[src/rtl/qnigma_math_pkg.sv]
// rtl/qnigma_math_pkg.sv - shared math types for the modular ALU and its arbiters
package qnigma_math_pkg;

    typedef enum logic [1:0] {OP_ADD, OP_SUB, OP_MUL, OP_CPY} alu_op_t;
    typedef logic [1:0]  pri_t;
    typedef logic [15:0] ptr_t;

    // 52-bit ALU task: operation, priority hint, two source words, one destination word
    typedef struct packed {
        alu_op_t op;
        pri_t    pri;
        ptr_t    rd_ptr_a;
        ptr_t    rd_ptr_b;
        ptr_t    wr_ptr;
    } task_t;

    typedef enum logic [1:0] {IDLE, ISSUE, WAIT, HOLD} arb_fsm_t;

    parameter int ARB_WDOG_DEF = 4096;

    localparam ptr_t ADDR_X2     = 16'h0040;
    localparam ptr_t ADDR_Z2     = 16'h0050;
    localparam ptr_t ADDR_MUL_LO = 16'h0080;

endpackage

[src/rtl/qnigma_rr_pick.sv]
// rtl/qnigma_rr_pick.sv - combinational round-robin picker: first request at or after ptr
module qnigma_rr_pick #(
    parameter int N  = 2,
    parameter int IW = (N > 1) ? $clog2(N) : 1
) (
    input  logic [N-1:0]  req,
    input  logic [IW-1:0] ptr,
    output logic [IW-1:0] grant,
    output logic          any
);

    // Second pass overrides the wrap-around choice with the lowest index at or above ptr
    always_comb begin
        grant = '0;
        any   = 1'b0;
        for (int i = N - 1; i >= 0; i--) begin
            if (req[i]) begin
                grant = IW'(i);
                any   = 1'b1;
            end
        end
        for (int i = N - 1; i >= 0; i--) begin
            if (req[i] && (i >= int'(ptr))) begin
                grant = IW'(i);
            end
        end
    end

endmodule

[src/rtl/qnigma_alu_arb.sv]
// rtl/qnigma_alu_arb.sv - arbitrates the shared modular ALU between requesters, with lock and watchdog
module qnigma_alu_arb
    import qnigma_math_pkg::*;
#(
    parameter  int NUM_REQ     = 2,
    parameter  int WDOG_CYCLES = ARB_WDOG_DEF,
    localparam int IW          = (NUM_REQ > 1) ? $clog2(NUM_REQ) : 1
) (
    input  logic                       clk,
    input  logic                       rst,
    input  logic [NUM_REQ-1:0]         req_val,
    input  task_t [NUM_REQ-1:0]        req_tsk,
    input  logic [NUM_REQ-1:0]         req_lock,
    output logic [NUM_REQ-1:0]         req_rdy,
    output logic [NUM_REQ-1:0]         req_done,
    output logic [NUM_REQ-1:0]         req_err,
    output logic                       alu_val,
    output task_t                      alu_tsk,
    input  logic                       alu_rdy,
    input  logic                       alu_done,
    output logic [IW-1:0]              owner,
    output logic                       busy,
    output logic                       err_tmo
);

    localparam int WW = $clog2(WDOG_CYCLES) + 1;

    arb_fsm_t      state;
    logic [IW-1:0] rr_ptr;
    logic          lock_q;
    logic [WW-1:0] wdog;
    logic [IW-1:0] pick;
    logic          pick_any;
    logic [IW-1:0] acc_idx;
    logic [IW-1:0] nxt_owner;
    logic          accept;
    logic          wdog_hit;
    logic          finish;

    qnigma_rr_pick #(.N(NUM_REQ), .IW(IW)) u_pick (
        .req   (req_val),
        .ptr   (rr_ptr),
        .grant (pick),
        .any   (pick_any)
    );

    assign nxt_owner = (int'(owner) == NUM_REQ - 1) ? '0 : owner + 1'b1;
    assign acc_idx   = (state == HOLD) ? owner : pick;
    assign accept    = |(req_val & req_rdy);
    assign busy      = (state != IDLE);
    // Trips on the edge where the counter would reach WDOG_CYCLES-1
    assign wdog_hit  = ((wdog + 1'b1) == WW'(WDOG_CYCLES - 1));
    assign finish    = alu_done && ((state == WAIT) || (state == ISSUE && alu_rdy));

    // Ready is held low while rst is asserted so nothing looks accepted during reset
    always_comb begin
        req_rdy = '0;
        if (!rst) begin
            if (state == IDLE && pick_any) begin
                req_rdy[pick] = 1'b1;
            end else if (state == HOLD) begin
                req_rdy[owner] = 1'b1;
            end
        end
    end

    always_ff @(posedge clk or posedge rst) begin
        if (rst) begin
            state    <= IDLE;
            rr_ptr   <= '0;
            owner    <= '0;
            lock_q   <= 1'b0;
            wdog     <= '0;
            alu_val  <= 1'b0;
            alu_tsk  <= '0;
            req_done <= '0;
            req_err  <= '0;
            err_tmo  <= 1'b0;
        end else begin
            req_done <= '0;
            req_err  <= '0;
            case (state)
                IDLE, HOLD: begin
                    if (accept) begin
                        alu_tsk <= req_tsk[acc_idx];
                        owner   <= acc_idx;
                        lock_q  <= req_lock[acc_idx];
                        alu_val <= 1'b1;
                        wdog    <= '0;
                        state   <= ISSUE;
                    end else if (state == HOLD && !req_lock[owner]) begin
                        rr_ptr <= nxt_owner;
                        state  <= IDLE;
                    end
                end
                ISSUE, WAIT: begin
                    wdog <= wdog + 1'b1;
                    if (state == ISSUE && alu_rdy) begin
                        alu_val <= 1'b0;
                    end
                    if (finish) begin
                        req_done[owner] <= 1'b1;
                        alu_val         <= 1'b0;
                        if (lock_q) begin
                            state <= HOLD;
                        end else begin
                            rr_ptr <= nxt_owner;
                            state  <= IDLE;
                        end
                    end else if (wdog_hit) begin
                        err_tmo         <= 1'b1;
                        req_done[owner] <= 1'b1;
                        req_err[owner]  <= 1'b1;
                        lock_q          <= 1'b0;
                        rr_ptr          <= nxt_owner;
                        alu_val         <= 1'b0;
                        state           <= IDLE;
                    end else if (state == ISSUE && alu_rdy) begin
                        state <= WAIT;
                    end
                end
                default: state <= IDLE;
            endcase
        end
    end

endmodule

[config.mk]
export PLATFORM = sky130hd
export DESIGN_NAME = qnigma_alu_arb
export DESIGN_NICKNAME = d
export VERILOG_FILES = /design/src/rtl/qnigma_math_pkg.sv /design/src/rtl/qnigma_rr_pick.sv /design/src/rtl/qnigma_alu_arb.sv
export SDC_FILE = /design/constraint.sdc
export NUM_CORES = 1
export LEC_CHECK = 0
export BUFFER_PORTS_ARGS = -buffer_cell sky130_fd_sc_hd__buf_2
export CAP_MARGIN = 20
export CORE_UTILIZATION = 48
export CTS_CLUSTER_DIAMETER = 100
export DETAILED_ROUTE_END_ITERATION = 6
export GPL_ROUTABILITY_DRIVEN = 0
export PLACE_DENSITY = 0.81
export SLEW_MARGIN = 20
export SYNTH_ARGS = -nofsm -noshare
export SYNTH_HDL_FRONTEND = slang
export SYNTH_SLANG_ARGS = --single-unit
[constraint.sdc]
create_clock -name clk -period 7.8 [get_ports clk]
set_clock_uncertainty 0.15 [all_clocks]
set_input_delay 1.17 -clock clk [delete_from_list [all_inputs] [get_ports clk]]
set_output_delay 1.17 -clock clk [all_outputs]
set_load 0.01 [all_outputs]
* Yosys cells after proc, flatten, opt, wreduce, memory -nomap -nowiden
Cells that the tools add are included.
Cells by class: add/subtract/negate cells 2, $lt $le $gt $ge 6, eq/ne operators 13, muxes and demuxes 47, bitwise logic cells 2, reductions and logical operators 20
Operators with widths (number):
- 2-to-1 mux 52 bit | 2
- 2-to-1 mux 2 bit | 14
- case mux 13 bit (2 select lines) | 1
- 2-to-1 mux 1 bit | 23
- adder 13 x 1 -> 13 bit, second input constant | 1
- == test 13 x 12 -> 1 bit, second input constant | 1
- 2-to-1 mux 13 bit | 1
- != test 2 bit, second input constant | 5
- != test 3 bit, second input constant | 3
- logical AND 1 bit | 7
- less-than comparator 1 x 2 -> 1 bit, second input constant | 3
- case mux 1 bit (2 select lines) | 3
- AND reduction 2 bit | 3
- AND reduction 3 bit | 2
- OR reduction 2 bit | 3
- == test 2 bit, second input constant | 2
- != test 4 bit, second input constant | 1
- case mux 2 bit (2 select lines) | 1
- AND reduction 4 bit | 1
- bitwise AND 2 bit | 1
- demux 1 bit (select 1 bit) | 2
- == test 2 x 1 -> 1 bit, second input constant | 1
- >= comparator 1 bit, second input constant | 2
- zero test 2 bit | 1
- other kinds (6) | 6
Storage, ports and cells: flip-flop bits (word level) 76, input port bits 112, word-level logic and storage cells 104

* Depth between registers and ports, before layout
Gate-level depths: netlist of run 1.
depth in word-level cells 13, depth in mapped cells 9, depth with buffers taken out 8

* Cells and area by module
From an unflattened synthesis of run 1, not the netlist that was laid out.
Second synthesis, totals: cell total of the unflattened synthesis 394, area, all modules 3828.7 µm²
Modules (own cells, without submodules):
- qnigma_alu_arb | times used 1, cells an instance 391, area an instance 3811.2 µm²
- qnigma_rr_pick | times used 1, cells an instance 3, area an instance 17.5 µm²

* Worst setup path before layout of run 1
No wires, ideal clock.
path type input port to output port, start point input port req_val[1], end point output port req_rdy[0], arrival time 1.746 ns, required time 6.480 ns, path slack 4.734 ns, cell stages on the path 2, buffers on the path 0, cell sequence a21boi_0 > a221oi_1
On the way: word-level cells in the longest chain between the ends 8, elaborated cells between the ends (all ways) 11, those cells by class order compare: 2; mux: 7; reduce/logical: 2
Ends and longest elaborated chain:
- start, declared | line qnigma_alu_arb.sv:11 | input logic [NUM_REQ-1:0] req_val,
- 2-to-1 mux 1 bit * | line qnigma_rr_pick.sv:17, qnigma_rr_pick.sv:23
- 2-to-1 mux 1 bit | line qnigma_rr_pick.sv:23 | if (req[i] && (i >= int'(ptr))) begin
- less-than comparator 1 x 2 -> 1 bit (implied by the code) / >= comparator 1 bit (equally long branches) | line qnigma_alu_arb.sv:60 | req_rdy[pick] = 1'b1;
- logical AND 1 bit (implied by the code) | line qnigma_alu_arb.sv:60
- 2-to-1 mux 1 bit (implied by the code) | line qnigma_alu_arb.sv:60
- demux 1 bit (select 1 bit) | line qnigma_alu_arb.sv:60
- 2-to-1 mux 2 bit * | line qnigma_alu_arb.sv:59 | if (state == IDLE && pick_any) begin
- 2-to-1 mux 2 bit * | line qnigma_alu_arb.sv:58 | if (!rst) begin
- end, declared | line qnigma_alu_arb.sv:14 | output logic [NUM_REQ-1:0] req_rdy,
Mark *: on every way between the ends. The rest lies on a longest branch, timed or not.

* Worst setup path in the final report of run 1
start point input port req_val[0], end point output port req_rdy[0]
On the way: word-level cells in the longest chain between the ends 8, elaborated cells between the ends (all ways) 11, those cells by class order compare: 2; mux: 6; reduce/logical: 3
Ends and longest elaborated chain (line):
- logical AND 1 bit | qnigma_rr_pick.sv:23
- 2-to-1 mux 1 bit | qnigma_rr_pick.sv:23
- less-than comparator 1 x 2 -> 1 bit (implied by the code) / >= comparator 1 bit (equally long branches) | qnigma_alu_arb.sv:60
- logical AND 1 bit (implied by the code) | qnigma_alu_arb.sv:60
- 2-to-1 mux 1 bit (implied by the code) | qnigma_alu_arb.sv:60
- demux 1 bit (select 1 bit) | qnigma_alu_arb.sv:60
- 2-to-1 mux 2 bit * | qnigma_alu_arb.sv:59
- 2-to-1 mux 2 bit * | qnigma_alu_arb.sv:58
Marks and branches as above.

==> results.toml, run 1 <==
[detailed_routing]
ant_nets = 0
wire_per_inst_um = 14.7
drc = 0
drtIter0Drc = 232
route.final.wire_length_um = 9780
vias = 3497
dr.pass1.iters = 4
viasPerCell = 5.25

[cts]
post_cts_buffers = 0
clock_path_buffers = 2
cts.reportedPaths.clkPinSlew_ns = 0.08
hold_buffers = 0
cts.sinks = 76
cts_resized = 0
cts_buffers = 9
cts_root_buf = "clkbuf_8"
cts_max_level = 3
cts_tree = "built"
clock_latency_ns = 0.35

[timing]
timing.final.crit_share_pct = 44.9
rsz0062_at_grt = "no"
setup_viol = 0
whs_ns = 0.318
drv_slew = 0
setup_ws_ns = 4.30
hold_violations = 0
worstMarginPinSlew_ns = 0.961
max_slew_margin_pct = 35.9
fmax_mhz = 285
tns_ns = 0
fin_crit_ns = 3.50

[yosys]
syn-mean-instance-area_um2 = 9.78
yosys.area_share.simple_pct = 13.8
syn_nets = 515
yosysWarningCount = 0
synth-edff-count = 0
async_reset_ff_share_pct = 100
yosys.cell_types.count = 48
yosys_register_bits = 76
syn_area_um2 = 3880
synthesis.instances = 397
synth_compound_area_share_pct = 14.8
synth-xor-area-share_pct = 0.677
ys_seq_area_share_pct = 49.0
synth_top_family_by_area = "multiplexers"
synthAdderAreaFrac_pct = 1.93
synth.area.mux_share_pct = 15.8
ys.flop_type = "dfrtp_1"

[critical_path]
crit_type = "in -> out"
r2r_cells = 7
crit_path_cell_trace = "buf_2, a21boi_0, a221oi_1, buf_2"
cp-start-kind = "input pin"
cp_max_fo = 4
cp-end-kind = "output pin"
critical-path-max-stage-delay_ns = 0.52
crit_arrival_ns = 2.18
cp_slowest_cell = "a21boi_0"
crit_required_ns = 6.48
cpMostUsedCell = "buf_2"

[global_route]
grt_pass1_wl_um = 15900
grt-ovfl-total = 0
grt_max_degree = 111
antenna_found_initial = 0
track_usage_pct = 23.9
grt_pass1_vias = 3453

[place]
portBuffers = 173
dp.cells = 650
dp_slack_ns = 4.31
dp_hpwl_um = 7120

[die]
die_h_um = 91.9
core_area_um2 = 7770
die_x_um = 91.9
io_pins = 174
die-area_um2 = 8450
start_util_pct = 50.0
rows = 32

[power_and_ir_drop]
peakVddDrop_uv = 188
power.share.clock_pct = 18.7
intPower_w = 0.00109
seqPwrFrac_pct = 36.0
p_leak_nw = 2.72
combPwrFrac_pct = 45.3
pwr_density_cell_nw_per_um2 = 362
p_sw_share_pct = 40.5
p_switching_w = 0.000737

[final_layout]
diodes = 0
instances_no_fill = 666
final_layout_size_suffix_gt1_share_pct = 36.5
mostFrequentLayoutCell = "buf_2"
utilization_pct = 64.8
nFillCells = 651
syn_to_final_growth_pct = 29.7
layout_common_cells = "buf_2, dfrtp_1, nand2_1, o21ai_0, mux2i_1"
num-nets-final = 677

[hold_path]
hold_path.class = "reg -> reg"
hold_depth = 1

[job]
max_cap_viol_count = 0

[run_status]
status = "finished, final reports clean"
synth_stat cells, types with 3 or more instances:
master    count  area share, %
nor2_1       10           0.97
a21oi_1       9            1.2
nand2_1      73            7.1
clkbuf_1     18            1.7
inv_1        12            1.2
ha_1          6            1.9
o21ai_0      68            8.8
buf_1         5           0.48
nand4_1       4           0.64
nand3_1      10            1.3
dfrtp_1      76             49
mux2i_1      58             15
mux2_2        3           0.87
a21boi_0      3           0.58
worst max-delay path, delay by kind of cell:
family	cells	cell delay, ns
AOI/OAI and AO/OA	2	0.72
buffers and inverters	2	0.30
worst paths after layout:
| path | end | from | slack [ns] |
|---|---|---|---|
| max reg2reg | rr_ptr | state[1] | 4.65 |
| max | req_rdy[0] | req_val[0] | 4.30 |
| min in group asynchronous | wdog[8] | rst | 0.64 |
| max in group asynchronous | alu_tsk[29] | rst | 5.79 |
| min reg2reg | err_tmo | err_tmo | 0.32 |
| min | err_tmo | err_tmo | 0.32 |
layout make-up:
| type | instances | area [um^2] | area share [%] |
|---|---|---|---|
| flip-flops and latches | 76 | 1900 | 37.8 |
| multi-input cells | 283 | 1840 | 36.5 |
| repair buffers | 177 | 896 | 17.8 |
| clock buffers | 10 | 138 | 2.73 |
| well taps | 102 | 128 | 2.54 |
| clock inverters | 6 | 86.3 | 1.72 |
| inverters | 12 | 45.0 | 0.895 |
state kept, by name, summed over array words and instances (netlist names):
name      flops
req_done      2
alu_tsk      52
wdog         13
owner         1
lock_q        1
req_err       2
err_tmo       1
rr_ptr        1
state         2
alu_val       1
cells by family after synthesis:
kind of cell / Yosys count
AO/OA/AOI/OAI: 98
XOR/XNOR: 3
adder cells (fa/ha/maj): 6
buffers and inverters: 38
flip-flops: 76
multiplexers: 61
AND/OR/NAND/NOR: 115
per-layer routing:
metal  up-vias  part of all wire [%]  routed length [um]  GRT usage [%]
met4         0                   2.5                 244           10.3
met3        24                   6.3                 618           6.72
li1       1708                     -                   -              -
met1      1631                    40                3960           28.7
met2       134                    51                4960           40.2
met5         -                     0                   0              0
metrics by stage:
step                power [W]  cell area, um^2
floorplan             0.00120             3880
global placement      0.00145             4810
detailed placement    0.00149             4810
CTS                   0.00183             5030
global route          0.00196             5030
finish                0.00182             5030
power by group through the flow:
stage | combinational, W | sequential [W] | clock (W)
3_5_place_dp | 0.000832 | 0.000658 | 0
3_3_place_gp | 0.000797 | 0.000655 | 0
4_1_cts | 0.000830 | 0.000655 | 0.000346
6_report | 0.000825 | 0.000656 | 0.000341
2_1_floorplan | 0.000506 | 0.000698 | 0
5_1_grt | 0.000927 | 0.000674 | 0.000362
Note: power is estimated with default switching activity, not from simulation.
==> run 2: changes to the inputs <==
Settings changed: CORE_UTILIZATION 48 to 47, PLACE_DENSITY 0.81 to 0.8.
Clock period 7.8 ns to 3.3 ns, I/O delays scaled along.
==> run 2 against run 1 <==
  * Non-clock buffer count rose by 1
  * Clock power rose by 110%
  * Flip-flop and latch count did not move
  * Sequential share of layout area fell by 0.18 points
  * Sequential power rose by 140%
  * Critical path depth rose by 3
  * Cell count fell by 0.15%
  * Count of clock-buffer cells in the layout fell by 1
==> results.toml, run 2 (synthesis results as in run 1) <==
[critical_path]
cp-end-kind = "flip-flop"
crit_type = "reg -> reg"
cp_max_fo = 8
r2r_slack_ns = 0.64
crit_arrival_ns = 2.74
crit_required_ns = 3.37
r2r_cells = 7
cp-start-kind = "flip-flop"
r2r-end = "state[1]"
rr_startpoint = "wdog[0]"

[place]
portBuffers = 173
dp_slack_ns = 0.666
dp_hpwl_um = 7030

[final_layout]
mostFrequentLayoutCell = "buf_2"
num-nets-final = 678
regMostFlops = "alu_tsk"
syn_to_final_growth_pct = 30.3
register_area_um2 = 1900
layout_common_cells = "buf_2, dfrtp_1, nand2_1, o21ai_0, mux2i_1"
final_layout_size_suffix_gt1_share_pct = 36.4
diodes = 0
largest_reg_flops = 52
largest_registers = "alu_tsk x52, wdog x13"
nFillCells = 699
multi_input_area_um2 = 1840

[cts]
hold_buffers = 0
cts.sinks = 76
cts_root_buf = "clkbuf_8"
clock_path_buffers = 2
cts.reportedPaths.clkPinSlew_ns = 0.07
post_cts_buffers = 0
cts_buffers = 9
cts_max_level = 3
cts_tree = "built"
cts_resized = 0
clock_latency_ns = 0.33

[detailed_routing]
ant_nets = 0
dr.pass1.iters = 4
drtIter0Drc = 182
wire_per_inst_um = 14.0
viasPerCell = 5.10
drc = 0
vias = 3394
route.final.wire_length_um = 9290

[global_route]
grt-ovfl-total = 0
grt_pass1_vias = 3297
track_usage_pct = 22.5
grt_pass1_wl_um = 15200
grt_max_degree = 106
antenna_found_initial = 0

[timing]
max_slew_margin_pct = 63.2
fin_crit_ns = 2.66
whs_ns = 0.106
setup_ws_ns = 0.636
worstMarginPinSlew_ns = 0.546
tns_ns = 0
hold_violations = 0
setup_viol = 0
timing.final.crit_share_pct = 80.7
rsz0062_at_grt = "no"
drv_slew = 0
fmax_mhz = 375

[die]
die-area_um2 = 8630
core_area_um2 = 7850
rows = 32
die_h_um = 92.9
die_x_um = 92.9
io_pins = 174
start_util_pct = 49.5

[power_and_ir_drop]
total_power_w = 0.00426
peakVddDrop_uv = 376
pwr_density_cell_nw_per_um2 = 842
p_leak_nw = 2.73

[hold_path]
hold_path.class = "in -> async"

[job]
max_cap_viol_count = 0

[run_status]
status = "finished, final reports clean"
==> run 2: per-layer routing <==
layer	vias to the layer above	global-route usage, %	part of all wire [%]
met3	14	5.75	6.5
met1	1559	27.8	42
li1	1707	-	-
met5	-	0	0
met4	0	8.08	1.5
met2	114	38.1	50
==> run 2: power by group <==
group / switching [W] / internal [W] / leakage [nW]
clock: 0.000317 / 0.000416 / 0.105
combinational: 0.00114 / 0.000841 / 1.66
sequential: 0.000246 / 0.00130 / 0.972
total: 0.00170 / 0.00256 / 2.73
==> run 2: worst max-delay path by stage <==
stage,startpoint,to,slack [ns],cells past startpoint
6_report,wdog[0],state[1],0.64,7
5_1_grt,wdog[0],state[1],0.49,7
3_5_place_dp,wdog[1],state[1],0.67,7
3_3_place_gp,wdog[0],state[1],0.74,7
4_1_cts,wdog[0],state[1],0.64,7
2_1_floorplan,rst,alu_tsk[0],0.72,1
==> run 2: final cells by class <==
| class | instances | area share, % |
|---|---|---|
| multi-input combinational | 283 | 36.4 |
| clock inverter | 5 | 1.56 |
| sequential | 76 | 37.6 |
| timing repair buffer | 178 | 18.6 |
| clock buffer | 9 | 2.45 |
| inverter | 12 | 0.891 |
| tap | 102 | 2.52 |
==> run 2: critical path: stages, from the launching register on <==
cell       delay (ns)
dfrtp_1          0.41
ha_1             0.30
nand3_1          0.16
or3_4            0.37
a2111oi_4        0.41
nand3_4          0.16
a22o_1           0.25
a221o_1          0.34
==> run 2: stage by stage <==
stage	instances	cell area [um^2]	utilization, %
after floorplan	397	3880	-
after global placement	651	4850	61.8
after detailed placement	651	4850	61.8
after CTS	665	5060	64.4
after global routing	665	5060	64.4
final	665	5060	64.4
==> run 3: changes to the inputs <==
Clock period 3.3 ns to 2.5 ns, I/O delays scaled along.
==> run 3 against run 2 <==
  * Global-route usage is 1.4 points higher
  * Combinational power is 41% higher
  * Die area stayed put
  * Sequential share of layout area is 0.59 points lower
  * Core utilization is 1.1 points higher
  * Largest cell class unchanged
  * Highest routed layer unchanged
==> results.toml, run 3 (synthesis results as in run 1) <==
[final_layout]
utilization_pct = 65.5
layout_common_cells = "buf_2, dfrtp_1, nand2_1, o21ai_0, mux2i_1"
syn_to_final_growth_pct = 32.4
mostFrequentLayoutCell = "buf_2"
diodes = 0
final_layout_size_suffix_gt1_share_pct = 38.1
largest_reg_flops = 52
nFillCells = 647
num-nets-final = 693
largest_registers = "alu_tsk x52, wdog x13"
regMostFlops = "alu_tsk"

[global_route]
antenna_found_initial = 0
grt_max_degree = 58
grt_pass1_vias = 3575
grt_pass1_wl_um = 16200
grt-ovfl-total = 0
track_usage_pct = 23.9

[die]
rows = 32
die_x_um = 92.9
die-area_um2 = 8630
io_pins = 174
start_util_pct = 49.5
core_area_um2 = 7850
die_h_um = 92.9

[cts]
cts_max_level = 3
clock_path_buffers = 2
cts_root_buf = "clkbuf_8"
cts_tree = "built"
cts.sinks = 76
cts_buffers = 9
cts.reportedPaths.clkPinSlew_ns = 0.08
clock_latency_ns = 0.34

[detailed_routing]
ant_nets = 0
viasPerCell = 5.23
route.final.wire_length_um = 9900
vias = 3559
wire_per_inst_um = 14.6
drc = 0
drtIter0Drc = 184
dr.pass1.iters = 4

[power_and_ir_drop]
p_leak_nw = 2.78
intPower_w = 0.00329
seqPwrFrac_pct = 35.9
pwr_density_cell_nw_per_um2 = 1090
p_sw_share_pct = 41.2
power.share.clock_pct = 14.3
combPwrFrac_pct = 49.8
peakVddDrop_uv = 539
p_switching_w = 0.00231

[timing]
rsz0062_at_grt = "no"
tns_ns = 0
worstMarginPinSlew_ns = 0.543
setup_viol = 0
max_slew_margin_pct = 63.5
drv_slew = 0
fin_crit_ns = 2.39
setup_ws_ns = 0.114
fmax_mhz = 419
hold_violations = 0
timing.final.crit_share_pct = 95.4

[critical_path]
crit_type = "reg -> reg"
cp_slowest_cell = "dfrtp_1"
cp-start-kind = "flip-flop"
cp-end-kind = "flip-flop"
critical-path-max-stage-delay_ns = 0.40
crit_path_cell_trace = "ha_1, nand3_2, or3_4, a2111oi_4, nand3_4, a22o_1, a221o_1"
crit_required_ns = 2.58
cp_max_fo = 4
crit_arrival_ns = 2.47

[hold_path]
hold_path.class = "in -> reg"

[run_status]
status = "finished, final reports clean"

[place]
portBuffers = 173
dp_slack_ns = 0.0335
dp_hpwl_um = 7590

[job]
max_cap_viol_count = 0
-- run 3: path summary, 6_finish.rpt --
path                              from     endpoint  slack, ns  cells after the start
max reg2reg                    wdog[1]     state[1]       0.11                      7
max                            wdog[1]     state[1]       0.11                      7
max in group asynchronous          rst  alu_tsk[14]       1.01                      4
min reg2reg                alu_tsk[19]  alu_tsk[19]       0.33                      2
min                        req_tsk[71]  alu_tsk[19]       0.16                      3
min in group asynchronous          rst  req_done[1]       0.52                      3
-- run 3: final cells by class --
class / count / area [um^2] / area share (%)
clock inverter: 2 / 12.5 / 0.243
tap: 102 / 128 / 2.48
clock buffer: 12 / 145 / 2.82
timing repair buffer: 193 / 1060 / 20.5
sequential: 76 / 1900 / 37.0
multi-input combinational: 283 / 1850 / 36.0
inverter: 12 / 45.0 / 0.876
-- run 3: routing by layer --
metal	global-route usage, %	vias to the layer above	share of wire (%)
met2	41.7	134	52
li1	-	1735	-
met1	28.2	1669	39
met3	4.84	21	6.3
met5	0	-	0
met4	10.8	0	2.5
-- run 3: metrics by stage --
stage	std cells	hold slack (ns)	cell area [um^2]	power [W]
floorplan	397	0.333	3880	0.00376
global placement	663	0.308	4940	0.00465
detailed placement	663	0.308	4940	0.00480
CTS	678	0.150	5110	0.00560
global route	680	0.159	5140	0.00603
finish	680	0.163	5140	0.00560
-- run 3: power by group through the flow --
stage / Sequential [W] / Combinational (W) / Clock, W
6_report: 0.00201 / 0.00279 / 0.000799
5_1_grt: 0.00207 / 0.00309 / 0.000874
4_1_cts: 0.00201 / 0.00278 / 0.000818
3_5_place_dp: 0.00202 / 0.00278 / 0
3_3_place_gp: 0.00200 / 0.00265 / 0
2_1_floorplan: 0.00218 / 0.00158 / 0
-- run 3: what timing repair did --
action / in CTS / in global routing
endpoints found under the hold margin: 23 / 0
setup endpoints to repair: 0 / 3
hold buffers: 1 / 0
resized for setup: 0 / 3
buffers inserted: 0 / 2
-- run 3: worst max-delay path, delay by kind of cell, from the launching register on --
kind / cells / cell delay [ns]
flip-flops: 1 / 0.40
AO/OA/AOI/OAI: 3 / 0.93
AND/OR/NAND/NOR: 3 / 0.59
adder cells (fa/ha/maj): 1 / 0.22
